===== src/rtl/uart_reg_bridge.sv =====
// uart_reg_bridge: register read/write responder on the UART FIFO ports.
// Optional inter-byte abort timeout: define UART_REG_BRIDGE_TIMEOUT_EN.
module uart_reg_bridge #(
    parameter int DBIT        = 8,
    parameter int NREG        = 16,
    parameter int TIMEOUT_CYC = 100000
) (
    input  logic                 clk,
    input  logic                 reset_n,
    input  logic [DBIT-1:0]      r_data,
    input  logic                 rx_empty,
    output logic                 rd_uart,
    output logic [DBIT-1:0]      w_data,
    output logic                 wr_uart,
    input  logic                 tx_full,
    output logic [NREG*DBIT-1:0] reg_out,
    output logic                 wr_strobe,
    output logic [7:0]           wr_addr
);

    typedef enum logic [1:0] {IDLE, GET_ADDR, GET_DATA, SEND} state_t;

    localparam logic [DBIT-1:0] OP_W = 8'h57;
    localparam logic [DBIT-1:0] OP_R = 8'h52;
    localparam logic [DBIT-1:0] ACK  = 8'h4B;
    localparam logic [DBIT-1:0] BAD  = 8'h3F;
    localparam logic [8:0]      NREG9 = 9'(NREG);

    state_t                state_q, state_d;
    logic                  is_wr_q, is_wr_d;
    logic [7:0]            addr_q, addr_d;
    logic [DBIT-1:0]       resp_q, resp_d;
    logic [NREG*DBIT-1:0]  regs_q, regs_d;
    logic                  stb_q, stb_d;
    logic [7:0]            waddr_q, waddr_d;
    logic [DBIT-1:0]       rd_val;
    logic                  pop;
    logic                  rd_ok;
    logic                  wr_ok;

`ifdef UART_REG_BRIDGE_TIMEOUT_EN
    localparam int CW = (TIMEOUT_CYC > 1) ? $clog2(TIMEOUT_CYC) : 1;
    logic [CW-1:0] to_q, to_d;
`endif

    assign pop       = reset_n && !rx_empty && (state_q != SEND);
    assign rd_uart   = pop;
    assign w_data    = resp_q;
    assign reg_out   = regs_q;
    assign wr_strobe = stb_q;
    assign wr_addr   = waddr_q;
    assign rd_ok     = {1'b0, r_data} < NREG9;
    assign wr_ok     = {1'b0, addr_q} < NREG9;

    // Read mux: register addressed by the byte at the FIFO head
    always_comb begin
        rd_val = '0;
        for (int k = 0; k < NREG; k++) begin
            if (r_data == 8'(k)) rd_val = regs_q[k*DBIT +: DBIT];
        end
    end

    // Command decode: next state, register writes and response byte
    always_comb begin
        state_d = state_q;
        is_wr_d = is_wr_q;
        addr_d  = addr_q;
        resp_d  = resp_q;
        regs_d  = regs_q;
        stb_d   = 1'b0;
        waddr_d = waddr_q;
        wr_uart = 1'b0;
        unique case (state_q)
            IDLE: begin
                if (pop) begin
                    if (r_data == OP_W || r_data == OP_R) begin
                        is_wr_d = (r_data == OP_W);
                        state_d = GET_ADDR;
                    end else begin
                        resp_d  = BAD;
                        state_d = SEND;
                    end
                end
            end
            GET_ADDR: begin
                if (pop) begin
                    if (is_wr_q) begin
                        addr_d  = r_data;
                        state_d = GET_DATA;
                    end else begin
                        resp_d  = rd_ok ? rd_val : BAD;
                        state_d = SEND;
                    end
                end
            end
            GET_DATA: begin
                if (pop) begin
                    if (wr_ok) begin
                        for (int k = 0; k < NREG; k++) begin
                            if (addr_q == 8'(k)) regs_d[k*DBIT +: DBIT] = r_data;
                        end
                        stb_d   = 1'b1;
                        waddr_d = addr_q;
                    end
                    resp_d  = wr_ok ? ACK : BAD;
                    state_d = SEND;
                end
            end
            SEND: begin
                if (!tx_full) begin
                    wr_uart = 1'b1;
                    state_d = IDLE;
                end
            end
        endcase
`ifdef UART_REG_BRIDGE_TIMEOUT_EN
        to_d = '0;
        if ((state_q == GET_ADDR || state_q == GET_DATA) && !pop) begin
            if (to_q == CW'(TIMEOUT_CYC - 1)) begin
                state_d = IDLE;
                stb_d   = 1'b0;
            end else if (to_q != '1) begin
                to_d = to_q + 1'b1;
            end else begin
                to_d = to_q;
            end
        end
`endif
    end

    // Protocol state and register file
    always_ff @(posedge clk or negedge reset_n) begin
        if (!reset_n) begin
            state_q <= IDLE;
            is_wr_q <= 1'b0;
            addr_q  <= '0;
            resp_q  <= '0;
            regs_q  <= '0;
            stb_q   <= 1'b0;
            waddr_q <= '0;
        end else begin
            state_q <= state_d;
            is_wr_q <= is_wr_d;
            addr_q  <= addr_d;
            resp_q  <= resp_d;
            regs_q  <= regs_d;
            stb_q   <= stb_d;
            waddr_q <= waddr_d;
        end
    end

`ifdef UART_REG_BRIDGE_TIMEOUT_EN
    // Inter-byte idle counter for aborting stale commands
    always_ff @(posedge clk or negedge reset_n) begin
        if (!reset_n) to_q <= '0;
        else          to_q <= to_d;
    end
`endif

endmodule

===== config.mk =====
export PLATFORM = sky130hd
export DESIGN_NAME = uart_reg_bridge
export DESIGN_NICKNAME = d
export VERILOG_FILES = /design/src/rtl/uart_reg_bridge.sv
export SDC_FILE = /design/constraint.sdc
export NUM_CORES = 1
export LEC_CHECK = 0
export CORE_MARGIN = 2
export CORE_UTILIZATION = 52
export CTS_CLUSTER_DIAMETER = 120
export CTS_CLUSTER_SIZE = 25
export DETAILED_ROUTE_END_ITERATION = 10
export PLACE_DENSITY = 0.81
export SYNTH_ARGS = -nofsm -noshare
export SYNTH_HDL_FRONTEND = slang
export SYNTH_SLANG_ARGS = --single-unit

===== constraint.sdc =====
create_clock -name clk -period 3.2 [get_ports clk]
set_input_delay 0.48 -clock clk [delete_from_list [all_inputs] [get_ports clk]]
set_output_delay 0.48 -clock clk [all_outputs]
set_load 0.1 [all_outputs]

==> metrics.cfg <==
[floorplan]
rows=44
die_w_um=125
start_util=0.528
fp.dieH_um=125
die_area_mm2=0.0156
io-pin-count=159
core_mm2=0.0144

[routing]
firstDrtPassIters=5
dr_wl_met3_um=1550
vias=6086
drt_iter0_drc=509
drc=0
met2_length_um=11600
drt_wl_total_um=23500
routed.top_layer=met4
drt-met1-wl_um=10000
ant_nets=0
avgViaCountPerCell=6.11
wl_per_cell_um=23.6

[synthesis]
syn_inst=626
synthArstFlopShare=1.00
synth_ff_type=dfrtp_1
ys_ff_latch=156
synth_cell_type_count=64
synthesis.area_mm2=0.00758
yosys-top-cells-count=156 x dfrtp_1, 140 x mux2_2, 43 x nand2_1
synth_top_area_cell=dfrtp_1
synth.most_common_cell=dfrtp_1
synth_edf_count=0
ys_warn_count=0
syn_nets=644
ys_seq_area_frac=0.515
synthTopCellsByArea=dfrtp_1 51%, mux2_2 21%, mux4_2 2.4%
syn_avg_cell_area_um2=12.1
netlist.area_leader.share=0.515

[clocking]
clock-root-buffer=clkbuf_16
cts_tree=yes
clkLatencyLatePin_ns=0.43
cts.path.max_buffers=2
cts.reportedPaths.clkPinSlew_ns=0.07
h-tree-depth=4
ctsResizeCount=0
cts_setup_buffers=0
tritoncts.num_buffers=17
cts_hold_buf=1
cts.sinks=156

[worst_setup_path]
cpPeakStageDelay_ns=0.54
crit_family=buffers and inverters
crit_arrival_ns=3.20
crit_slowest_cell=dlygate4sd3_1
worstPathCellList=dlygate4sd3_1, buf_6, nor3b_4, nand3_2, clkinv_1, nand3b_1, nor2_1, buf_4, mux2_2
start_kind=input port
endpoint_kind=flop
critPathRequiredTime_ns=3.51
path_class=input port to flop
critPathBufInv=4
critPathMaxFanout=20

[power]
internal_power_mw=4.61
pwr-share-seq=0.310
ir_worst_vdd_mv=0.797
share_comb_of_total_power=0.441
clkPwrFrac=0.248
powerDensity_mw_per_mm2=898
p_sw_mw=4.20
leakage_nw=4.82
switching_share=0.477

[place]
numPlacedInstances=963
place.gp.congestion=0.934
io_buffers=158
dp_hpwl_um=16900

[sta]
drv_slew=0
rsz0062_at_grt=false
slew_headroom=0.308
finalSetupTns_ns=0
fin_crit_sh=0.902
fmax_mhz=346
fin_crit_ns=2.89
clock_skew_ns=0.00912
setup_viol=0
worst_pin_slew_ns=1.04
hold_viol=0

[layout]
antenna_cells=0
fin_cells=996
syn_to_final_growth_pct=29.4
multi_input_area_mm2=0.00345
final_util=0.683
seq_area_mm2=0.00390
n_fill_cell=1070
final_nets=817
drive_above_1_share=0.473

[global_route]
antenna_found_initial=0
grt_use_total=0.307
grt_pass1_wl_um=36800
overflow=0
grt_max_degree=82
grt_pass1_vias=6300

[min_path]
hold_class=input port to asynchronous set/reset pin

[flow_run]
max_cap_violations=0

[status]
status=finished, final reports clean

==> per-layer routing <==
layer | up-vias | global-route usage
li1 | 2650 | -
met1 | 3135 | 0.425
met2 | 266 | 0.494
met3 | 35 | 0.0558
met4 | 0 | 0.0985
met5 | - | 0
==> registers in the layout, indices dropped and copies added (netlist names) <==
signal,count
addr_q,8
is_wr_q,1
reg_out,128
wr_strobe,1
wr_addr,8
w_data,8
state_q,2
==> layout make-up <==
class                           count  area share
Clock buffer                       19      0.0462
Clock inverter                     13      0.0194
Inverter                           14     0.00536
Multi-Input combinational cell    411       0.351
Sequential cell                   156       0.398
Tap cell                          184      0.0235
Timing Repair Buffer              199       0.156
==> power groups by stage <==
stage	logic [mW]	registers, mW	clock network (mW)
finish	3.89	2.73	2.19
global route	4.02	2.78	2.29
CTS	3.89	2.72	2.20
detailed placement	3.87	2.75	0
global placement	3.82	2.73	0
floorplan	0.909	4.75	0
==> cells in the final DEF, fill, tap and decap left out, drive strengths merged, types with 3 or more instances in the layout <==
cell           count
nand3             12
bufinv             4
mux4               8
o22ai             10
o31ai              3
nor2              26
nor3              13
mux2i             15
clkdlybuf4s50     10
a221oi             4
buf              188
and2               4
a31oi             10
o221ai             5
ha                 6
inv               14
and3               4
a22oi              4
clkinv             5
nor2b             12
dfrtp            156
mux2             141
o21ai             18
a211oi             8
nand2b             7
nand2             43
a21oi             19
clkinvlp           4
nor4               3
clkbuf            19
==> path summary, 6_finish.rpt <==
path                                     end        from  slack [ns]  cells after the start
worst max-delay path             reg_out[60]     reset_n        0.31                      9
worst min-delay path            reg_out[101]     reset_n        0.45                      2
worst max register to register   reg_out[60]  state_q[0]        0.50                      8
worst min register to register    wr_addr[0]  wr_addr[0]        0.49                      2
max in group asynchronous        reg_out[58]     reset_n        1.45                      3
min in group clk                  wr_addr[0]  wr_addr[0]        0.49                      2
==> kinds of logic after synthesis <==
logic type / count (synthesis) / synth area share
XOR/XNOR: 1 / 0.00116
buffers and inverters: 59 / 0.0315
adder cells (fa/ha/maj): 6 / 0.00990
AND/OR/NAND/NOR: 137 / 0.0959
multiplexers: 164 / 0.253
AO/OA/AOI/OAI: 103 / 0.0936
flip-flops: 156 / 0.515
==> through the flow <==
stage / area (um^2) / total power [mW] / setup WS, ns / hold WS (ns)
after floorplan: 7590 / 5.66 / 0.0119 / 0.184
after global placement: 9160 / 6.55 / 0.111 / 0.337
after global routing: 9810 / 9.10 / 0.139 / 0.470
final: 9810 / 8.81 / 0.314 / 0.453
after CTS: 9810 / 8.82 / 0.348 / 0.452
after detailed placement: 9160 / 6.62 / 0.144 / 0.340
Power figures use the tool's default switching activity.
